--- src/rtl/fec_pingpong_scheduler_pkg.sv ---
// Shared definitions for the FEC ping-pong bit RAM scheduler.
//   BLOCK_BITS : bits per FEC block (one RAM bank)
//   TAIL_BITS  : tail-biting preload length (last TAIL_BITS bits of a block)
//   ADDR_W     : RAM address width, 2*BLOCK_BITS must fit in 2**ADDR_W
//   rd_state_t : read sequencer states
//   rd_flags_t : per-read sideband carried alongside the RAM read latency
package fec_pkg;

    localparam int unsigned BLOCK_BITS = 96;
    localparam int unsigned TAIL_BITS  = 6;
    localparam int unsigned ADDR_W     = 8;

    typedef enum logic [1:0] {
        R_IDLE,
        R_PRELOAD,
        R_STREAM
    } rd_state_t;

    typedef struct packed {
        logic valid;
        logic preload;
        logic first;
        logic last;
    } rd_flags_t;

    // Bank b occupies addresses [b*BLOCK_BITS, (b+1)*BLOCK_BITS).
    function automatic logic [ADDR_W-1:0] bank_base(input logic bank);
        return bank ? ADDR_W'(BLOCK_BITS) : '0;
    endfunction

endpackage

--- src/rtl/fec_pingpong_scheduler_flag_pipe.sv ---
// Delays the read sideband flags by the RAM read latency so they line up with q_b.
//   clk_50, reset (async, active-high), flush (sync clear)
//   i_flags : {rd_en, preload, first, last} for the read issued this cycle
//   o_flags : the same flags RAM_LATENCY cycles later
module fec_rd_flag_pipe
    import fec_pkg::*;
#(
    parameter int unsigned RAM_LATENCY = 1
) (
    input  logic      clk_50,
    input  logic      reset,
    input  logic      flush,
    input  rd_flags_t i_flags,
    output rd_flags_t o_flags
);

    rd_flags_t r_pipe [RAM_LATENCY];

    always_ff @(posedge clk_50 or posedge reset) begin
        if (reset) begin
            for (int unsigned i = 0; i < RAM_LATENCY; i++) r_pipe[i] <= '0;
        end else if (flush) begin
            // Reads in flight are discarded so nothing surfaces after a flush.
            for (int unsigned i = 0; i < RAM_LATENCY; i++) r_pipe[i] <= '0;
        end else begin
            r_pipe[0] <= i_flags;
            for (int unsigned i = 1; i < RAM_LATENCY; i++) r_pipe[i] <= r_pipe[i-1];
        end
    end

    assign o_flags = r_pipe[RAM_LATENCY-1];

endmodule

--- src/rtl/fec_pingpong_scheduler.sv ---
// Ping-pong bank scheduler for the tail-biting convolutional encoder bit RAM.
// Writes serial bits into the free bank; replays each full bank as TAIL_BITS
// preload reads followed by BLOCK_BITS stream reads.
//   clk_50, reset (async, active-high), flush (sync abandon of both banks)
//   wr_valid/wr_ready/wr_en/wr_addr : RAM port A write side
//   rd_ready/rd_en/rd_addr          : RAM port B read side
//   q_valid/q_preload/q_first/q_last: flags aligned with RAM q_b
//   bank_full                       : per-bank occupancy
//   blocks_done                     : wrapping count of fully streamed blocks
module fec_pingpong_scheduler
    import fec_pkg::*;
#(
    parameter int unsigned RAM_LATENCY = 1
) (
    input  logic              clk_50,
    input  logic              reset,
    input  logic              flush,
    input  logic              wr_valid,
    output logic              wr_ready,
    output logic              wr_en,
    output logic [ADDR_W-1:0] wr_addr,
    input  logic              rd_ready,
    output logic              rd_en,
    output logic [ADDR_W-1:0] rd_addr,
    output logic              q_valid,
    output logic              q_preload,
    output logic              q_first,
    output logic              q_last,
    output logic [1:0]        bank_full,
    output logic [15:0]       blocks_done
);

    localparam logic [ADDR_W-1:0] CNT_LAST = ADDR_W'(BLOCK_BITS - 1);
    localparam logic [ADDR_W-1:0] CNT_PRE  = ADDR_W'(BLOCK_BITS - TAIL_BITS);

    rd_state_t         r_rd_state;
    logic              r_wr_bank;
    logic              r_rd_bank;
    logic [ADDR_W-1:0] r_wr_cnt;
    logic [ADDR_W-1:0] r_rd_cnt;
    logic [1:0]        r_bank_full;
    logic [15:0]       r_blocks_done;

    logic              w_wr_done;
    logic              w_rd_done;
    logic [1:0]        w_set;
    logic [1:0]        w_clr;
    rd_flags_t         w_flags;
    rd_flags_t         w_q_flags;

    assign wr_ready    = !r_bank_full[r_wr_bank];
    assign wr_en       = wr_valid & wr_ready;
    assign wr_addr     = bank_base(r_wr_bank) + r_wr_cnt;
    assign rd_en       = (r_rd_state != R_IDLE) & rd_ready;
    assign rd_addr     = bank_base(r_rd_bank) + r_rd_cnt;
    assign bank_full   = r_bank_full;
    assign blocks_done = r_blocks_done;

    assign w_wr_done = wr_en && (r_wr_cnt == CNT_LAST);
    assign w_rd_done = rd_en && (r_rd_state == R_STREAM) && (r_rd_cnt == CNT_LAST);
    // Writer only targets an empty bank, so set and clear never hit the same bit.
    assign w_set = w_wr_done ? (r_wr_bank ? 2'b10 : 2'b01) : 2'b00;
    assign w_clr = w_rd_done ? (r_rd_bank ? 2'b10 : 2'b01) : 2'b00;

    always_comb begin
        w_flags         = '0;
        w_flags.valid   = rd_en;
        w_flags.preload = rd_en && (r_rd_state == R_PRELOAD);
        w_flags.first   = rd_en && (r_rd_state == R_STREAM) && (r_rd_cnt == '0);
        w_flags.last    = w_rd_done;
    end

    always_ff @(posedge clk_50 or posedge reset) begin
        if (reset) begin
            r_rd_state    <= R_IDLE;
            r_wr_bank     <= 1'b0;
            r_rd_bank     <= 1'b0;
            r_wr_cnt      <= '0;
            r_rd_cnt      <= '0;
            r_bank_full   <= '0;
            r_blocks_done <= '0;
        end else if (flush) begin
            r_rd_state    <= R_IDLE;
            r_wr_bank     <= 1'b0;
            r_rd_bank     <= 1'b0;
            r_wr_cnt      <= '0;
            r_rd_cnt      <= '0;
            r_bank_full   <= '0;
            r_blocks_done <= '0;
        end else begin
            if (wr_en) begin
                if (r_wr_cnt == CNT_LAST) begin
                    r_wr_cnt  <= '0;
                    r_wr_bank <= ~r_wr_bank;
                end else begin
                    r_wr_cnt <= r_wr_cnt + 1'b1;
                end
            end

            r_bank_full <= (r_bank_full | w_set) & ~w_clr;

            case (r_rd_state)
                R_IDLE: begin
                    if (r_bank_full[r_rd_bank]) begin
                        r_rd_state <= R_PRELOAD;
                        r_rd_cnt   <= CNT_PRE;
                    end
                end
                R_PRELOAD: begin
                    if (rd_en) begin
                        if (r_rd_cnt == CNT_LAST) begin
                            r_rd_state <= R_STREAM;
                            r_rd_cnt   <= '0;
                        end else begin
                            r_rd_cnt <= r_rd_cnt + 1'b1;
                        end
                    end
                end
                R_STREAM: begin
                    if (rd_en) begin
                        if (r_rd_cnt == CNT_LAST) begin
                            r_rd_state    <= R_IDLE;
                            r_rd_cnt      <= '0;
                            r_rd_bank     <= ~r_rd_bank;
                            r_blocks_done <= r_blocks_done + 16'd1;
                        end else begin
                            r_rd_cnt <= r_rd_cnt + 1'b1;
                        end
                    end
                end
                default: r_rd_state <= R_IDLE;
            endcase
        end
    end

    fec_rd_flag_pipe #(
        .RAM_LATENCY(RAM_LATENCY)
    ) u_flag_pipe (
        .clk_50 (clk_50),
        .reset  (reset),
        .flush  (flush),
        .i_flags(w_flags),
        .o_flags(w_q_flags)
    );

    assign q_valid   = w_q_flags.valid;
    assign q_preload = w_q_flags.preload;
    assign q_first   = w_q_flags.first;
    assign q_last    = w_q_flags.last;

    always_ff @(posedge clk_50) begin
        if (!reset) begin
            assert (!(rd_en && !r_bank_full[r_rd_bank])) else $error("read issued on an empty bank");
            assert (!(wr_en && r_bank_full[r_wr_bank])) else $error("write issued to a full bank");
        end
    end

endmodule

--- config.mk ---
export PLATFORM = sky130hd
export DESIGN_NAME = fec_pingpong_scheduler
export DESIGN_NICKNAME = d
export VERILOG_FILES = /design/src/rtl/fec_pingpong_scheduler_pkg.sv /design/src/rtl/fec_pingpong_scheduler_flag_pipe.sv /design/src/rtl/fec_pingpong_scheduler.sv
export SDC_FILE = /design/constraint.sdc
export NUM_CORES = 1
export LEC_CHECK = 0
export BUFFER_PORTS_ARGS = -buffer_cell sky130_fd_sc_hd__clkbuf_2
export CAP_MARGIN = 40
export CORE_MARGIN = 2
export CORE_UTILIZATION = 50
export DETAILED_ROUTE_END_ITERATION = 16
export PLACE_DENSITY_LB_ADDON = 0.3
export SYNTH_ARGS = -nofsm -noshare
export SYNTH_HDL_FRONTEND = slang
export SYNTH_SLANG_ARGS = --single-unit
--- constraint.sdc ---
create_clock -name clk_50 -period 2.2 [get_ports clk_50]
set_input_delay 0.44 -clock clk_50 [delete_from_list [all_inputs] [get_ports clk_50]]
set_output_delay 0.44 -clock clk_50 [all_outputs]
set_load 0.02 [all_outputs]
Word level (Yosys, flattened, before mapping)
Cells that the tools add are included.
- register bits after elaboration: 42
- memory bits (writable): 0
- latch bits: 0
- output and inout bits: 41
- ROM bits: 0
- input bits: 5
- memories: 0
- word-level logic and storage cells: 93
- reductions and logical operators: 20
- add/sub/neg operators: 5
- bitwise logic cells: 7
- muxes and demuxes: 38
- shift-type cells: 0
- div/mod/pow operators: 0
- $mul: 0
- order comparisons: 2
- eq/ne operators: 10
- operators by type and width (cell ; count):
    $mux 16 ; 4
    $mux 8 ; 7
    $mux 2 ; 11
    $add 16x1->16 const B ; 1
    $add 7x8->8 ; 2
    $add 8x1->8 const B ; 2
    $eq 8x7->1 const B ; 2
    $pmux 8 s2 ; 1
    $mux 7 ; 2
    $ne 3x3->1 const B ; 4
    $reduce_bool 2->1 ; 6
    $mux 1 ; 11
    $logic_not 8->1 ; 1
    $pmux 2 s3 ; 1
    $reduce_and 3->1 ; 2
    $logic_and 1x1->1 ; 5
    $reduce_and 5->1 ; 1
    $lt 1x2->1 const B ; 2
    $mux 4 ; 1
    $ne 3x1->1 const B ; 1
    $ne 3x2->1 const B ; 1
    $reduce_bool 3->1 ; 1
    $and 1x1->1 ; 2
    $and 2x2->2 ; 1
    other kinds (9) ; 10

Logic depth before layout (Yosys ltp)
- word-level depth: 9
- gate-level depth with buffers: 7
- depth with buffers taken out: 7

By module
Synthesis repeated with hierarchy kept, for this count alone.
- cell total of the unflattened synthesis: 260
- area total of the unflattened synthesis: 2469.9 sq um
- modules (own cells, without submodules) (module ; seq. area each (sq um) ; cells each ; area each (sq um) ; instances):
    fec_pingpong_scheduler ; 950.9 ; 251 ; 2341.0 ; 1
    fec_rd_flag_pipe ; 100.1 ; 9 ; 128.9 ; 1

Worst setup path before layout
OpenSTA, ideal clock, no wires.
- path type: flip-flop to flip-flop
- start: register r_rd_state[0]
- end: register r_blocks_done[9] (netlist: blocks_done[9])
- data arrival time: 2162 ps
- slack: -40 ps
- clock period less this slack: 2240 ps
- buffers on the path: 1
- setup time: 78 ps
- data required time: 2122 ps
- cell stages (with the launch flop): 8
- path through: dfrtp_1 > inv_1 > ha_1 > nand2b_1 > or4_4 > buf_6 > or4b_1 > a21oi_1
- word-level cells in the longest chain between the ends: 4
- elaborated cells between the ends (all ways): 6
- classes of those cells: eq/ne: 1; bitwise: 1; reduce/logical: 4
- RTL lines (element ; RTL line ; text):
    start: declaration ; fec_pingpong_scheduler.sv:36 ; rd_state_t r_rd_state;
    start signal: assignment ; fec_pingpong_scheduler.sv:75 ; r_rd_state <= R_IDLE;
    start signal: assignment ; fec_pingpong_scheduler.sv:83 ; r_rd_state <= R_IDLE;
    start signal: assignment ; fec_pingpong_scheduler.sv:105 ; r_rd_state <= R_PRELOAD;
    $reduce_bool 2->1 ; fec_pingpong_scheduler.sv:54 ; assign rd_en = (r_rd_state != R_IDLE) & rd_ready;
    $and 1x1->1 ; fec_pingpong_scheduler.sv:54 ;
    $reduce_bool 2->1 (no line) ; -- ;
    $reduce_and 3->1 (no line) * ; -- ;
    end signal: assignment ; fec_pingpong_scheduler.sv:125 ; r_blocks_done <= r_blocks_done + 16'd1;
    end: declaration ; fec_pingpong_scheduler.sv:42 ; logic [15:0] r_blocks_done;
Mark *: on every way between the ends. The rest lies on a longest branch, timed or not.
A chain may end at the register's enable or synchronous reset.

Final worst setup path
- start: register r_rd_cnt[7]
- end: register r_blocks_done[5] (netlist: blocks_done[5])
- word-level cells in the longest chain between the ends: 3
- RTL lines (element ; RTL line ; text):
    start: declaration ; fec_pingpong_scheduler.sv:40 ; logic [ADDR_W-1:0] r_rd_cnt;
    start signal: assignment ; fec_pingpong_scheduler.sv:115 ; r_rd_cnt <= r_rd_cnt + 1'b1;
    start signal: assignment ; fec_pingpong_scheduler.sv:127 ; r_rd_cnt <= r_rd_cnt + 1'b1;
    $eq 8x7->1 ; fec_pingpong_scheduler.sv:121 ; if (r_rd_cnt == CNT_LAST) begin
    $reduce_bool 2->1 (no line) ; -- ;
    $reduce_and 3->1 (no line) ; -- ;
No other way between the ends.

==> tab_implementation.tex <==
\begin{tabular}{lr}
\hline
Metric & Value \\
\hline
\multicolumn{2}{l}{\textbf{Clock tree}} \\
\quad Maximum buffer depth of the clock tree & 2 \\
\quad Clock sink count & 42 \\
\quad Htree depth & 2 \\
\quad Clock insertion delay at the later pin of the skew report & 310 ps \\
\quad Clock transition at the registers of the reported paths & 90 ps \\
\quad CTS tree & yes \\
\quad CTS buffer count & 5 \\
\quad Root Buffer & clkbuf\_8 \\
\multicolumn{2}{l}{\textbf{Setup path}} \\
\quad CP startpoint & r\_rd\_cnt[7] \\
\quad Category of the critical setup timing path & flip-flop to flip-flop \\
\quad Stages on worst setup path & 6 \\
\quad Maximum cell stage delay along the critical path & 580 ps \\
\quad R2r endpoint & blocks\_done[5] \\
\quad Worst R2R Start & r\_rd\_cnt[7] \\
\quad Worst path bufs/invs & 2 \\
\quad Worst-path cell chain & or3b\_4, buf\_4, or4\_4, buf\_4, or3\_1, a21oi\_2 \\
\quad Critical path fanouts, max & 7 \\
\quad Cell at the slowest stage of the critical path & or4\_4 \\
\quad Required arrival time at the worst endpoint & 2430 ps \\
\quad Critical path endpoint & blocks\_done[5] \\
\quad CP delay by family, top & simple AND/OR/NAND/NOR gates \\
\quad Cell type with the highest occurrence count on the critical path & buf\_4 \\
\quad FF-to-FF setup slack & -50 ps \\
\quad Worst path arrival time & 2480 ps \\
\quad Startpoint type of the worst setup path & flip-flop \\
\quad Worst-case reg-to-reg path depth & 6 \\
\quad Endpoint kind of the worst setup timing path & flip-flop \\
\multicolumn{2}{l}{\textbf{Global route}} \\
\quad Largest net degree at the start of global routing & 43 \\
\quad Global route total overflow & 0 \\
\quad Wire length of the first global-routing pass & 9.56 mm \\
\quad Total Routing Usage GR & 0.229 \\
\quad Via count of the first global-routing pass & 2,121 \\
\quad Antenna violations before repair & 0 \\
\multicolumn{2}{l}{\textbf{Placement}} \\
\quad Number of placed instances with taps included & 365 \\
\quad Post-placement cell area & 2780 um\^{}2 \\
\quad Detail Placement HPWL & 4.11 mm \\
\quad I/O Buffers & 45 \\
\quad Final Wtd Congestion & 0.914 \\
\quad Placement-stage worst setup slack & -7.79 ps \\
\multicolumn{2}{l}{\textbf{Finish}} \\
\quad Fin area & 2990 um\^{}2 \\
\quad Post-route insts no fill & 377 \\
\quad Post-route core utilization & 0.636 \\
\quad FF/Latch Area & 1050 um\^{}2 \\
\quad Fillcell total & 414 \\
\quad Diodes inserted & 0 \\
\quad Area taken by multi-input logic gates & 1240 um\^{}2 \\
\quad Share of final-layout standard cells stronger than drive strength 1 & 0.300 \\
\quad Area grow syn2layout & 22.7\% \\
\quad Final net count & 339 \\
\multicolumn{2}{l}{\textbf{Min path}} \\
\quad Hold/Removal Path Class & input port to asynchronous set/reset pin \\
\multicolumn{2}{l}{\textbf{Detailed routing}} \\
\quad Detailed-router iteration count before antenna repair & 4 \\
\quad Antenna violation net count after detailed routing & 0 \\
\quad Detailed-route wire length & 5.72 mm \\
\quad DRC & 0 \\
\quad Routed via count divided by cell count & 5.80 \\
\quad Total number of vias & 2,185 \\
\quad Routed wire length per instance & 15.2 um \\
\quad Iter 0 DRT Violations & 151 \\
\multicolumn{2}{l}{\textbf{Timing}} \\
\quad Post-Route Skew & 8.94 ps \\
\quad Total of endpoints with negative setup slack in the final report & 4 \\
\quad Hold Worst Slack & 234 ps \\
\quad Maximum operating frequency & 0.445 GHz \\
\quad Transition at the pin with the smallest max-transition slack & 546 ps \\
\quad Final Cycle Share & 1.02 \\
\quad Total negative setup slack & -142 ps \\
\quad Total count of max-transition violations in the final report & 0 \\
\quad Worst slew margin relative to its limit & 0.636 \\
\quad Number of hold violations in the final report & 0 \\
\quad Unrepaired setup endpoints after global routing & true \\
\quad Final period demand of the worst path & 2250 ps \\
\quad Crit path setup slack, layout & -46.5 ps \\
\multicolumn{2}{l}{\textbf{Yosys}} \\
\quad Seq cells post-synth & 42 \\
\quad Mean cell area of the mapped netlist & 9.21 um\^{}2 \\
\quad Distinct cell type count after synthesis & 40 \\
\quad FFs w/ async S/R, synth & 1.00 \\
\quad Most common flop cell mapped by yosys & dfrtp\_1 \\
\quad Synthesized netlist net count & 281 \\
\quad Synth Instances & 264 \\
\quad Post-synthesis sequential area ratio & 0.432 \\
\quad Cell area after synthesis & 2430 um\^{}2 \\
\quad Number of warnings printed during yosys synthesis & 0 \\
\quad Number of synthesized flops with an enable pin & 0 \\
\multicolumn{2}{l}{\textbf{Status}} \\
\quad Status & finished with violations \\
\quad Violated checks & setup timing \\
\multicolumn{2}{l}{\textbf{Pwr}} \\
\quad Leakage component of the power & 1.40 nW \\
\quad Power density over the cells & 541 nW/um\^{}2 \\
\quad Power Total & 1.61 mW \\
\quad Worst IR Drop VDD & 0.382 mV \\
\multicolumn{2}{l}{\textbf{Floorplanning}} \\
\quad Overall die area & 5440 um\^{}2 \\
\quad Starting density of the core & 0.518 \\
\quad Total core area & 4690 um\^{}2 \\
\quad Number of placement rows & 25 \\
\quad Count of pins on the block boundary & 46 \\
\quad Vert. Die Dim & 73.7 um \\
\quad Width of the die & 73.7 um \\
\multicolumn{2}{l}{\textbf{Job}} \\
\quad Maxcap violations & 0 \\
\hline
\end{tabular}
state kept, by name, indices dropped and copies added (netlist names):
register             cells
bank_full                2
blocks_done             16
r_rd_bank                1
r_rd_cnt                 8
r_rd_state               2
r_wr_bank                1
r_wr_cnt                 8
u_flag_pipe.o_flags      4
power by group:
group / switching [mW] / leakage (nW) / internal [mW] / total (mW)
Sequential: 0.00748 / 0.581 / 0.778 / 0.786
Combinational: 0.0625 / 0.748 / 0.0282 / 0.0906
Clock: 0.284 / 0.0683 / 0.455 / 0.738
placed cells by master (no fill, tap or decap), drive strengths merged, types with 2 or more instances in the layout:
master,count
nor3,9
inv,20
dfrtp,42
a211oi,2
and4,5
nor2,16
and3,2
nand3,18
xor2,4
o31ai,9
nand2b,2
nand4,4
buf,27
or4,9
or3b,2
nand3b,2
clkbuf,48
o21ai,15
mux2i,3
or3,6
fa,2
ha,10
xnor2,7
a21oi,23
nor2b,3
nand2,15
nor4,5
bufinv,2
area by class of cell:
class                           count  share of cell area
Multi-Input combinational cell    183               0.415
Sequential cell                    42               0.352
Timing Repair Buffer               70               0.139
Inverter                           20              0.0251
Clock buffer                        5              0.0231
Clock inverter                      3              0.0231
Tap cell                           54              0.0226
worst min path at each step:
stage | slack (ps) | to | depth (start not counted) | from
finish | 230 | blocks_done[13] | 3 | reset
global route | 270 | blocks_done[13] | 3 | reset
CTS | 240 | blocks_done[13] | 3 | reset
detailed placement | 550 | blocks_done[15] | 2 | blocks_done[15]
global placement | 540 | blocks_done[15] | 2 | blocks_done[15]
floorplan | 540 | r_rd_cnt[4] | 1 | r_rd_cnt[4]
per-layer routing:
layer,GRT usage,vias up,wire length (um)
met5,0,-,0
met4,0.115,0,110
met3,0.0494,12,292
met2,0.363,64,2810
met1,0.295,1058,2510
li1,-,1051,-
timing repair:
action / in CTS / in global routing
buffers inserted: 0 / 4
endpoints found under the setup margin: 3 / 10
pin swaps: 0 / 9
hold buffers: 0 / 0
cloned: 0 / 0
gates resized for setup: 1 / 15
tightest hold or removal path, stage by stage:
cell and delay [ps]:
clkbuf_2 80, inv_1 40, buf_4 450
cell families after synthesis:
family,Yosys count,share of synthesized area
AO/OA/AOI/OAI,55,0.134
XOR/XNOR,11,0.0396
flip-flops,42,0.432
AND/OR/NAND/NOR,101,0.230
adder cells (fa/ha/maj),12,0.0679
multiplexers,4,0.0170
buffers and inverters,39,0.0787
synthesized netlist by cell type, drive strengths merged (4+ instances only):
cell | number | area share
or3 | 6 | 0.015
or4 | 9 | 0.029
ha | 10 | 0.051
xnor2 | 7 | 0.025
nor3 | 9 | 0.019
o21ai | 15 | 0.031
nor4 | 5 | 0.013
inv | 20 | 0.031
nand2 | 15 | 0.023
and4 | 5 | 0.018
xor2 | 4 | 0.014
nand4 | 4 | 0.010
nor2 | 16 | 0.025
clkbuf | 8 | 0.012
a21oi | 23 | 0.047
dfrtp | 42 | 0.43
buf | 11 | 0.035
nand3 | 18 | 0.037
o31ai | 9 | 0.028
No activity file was read; power rests on OpenSTA's default activity.
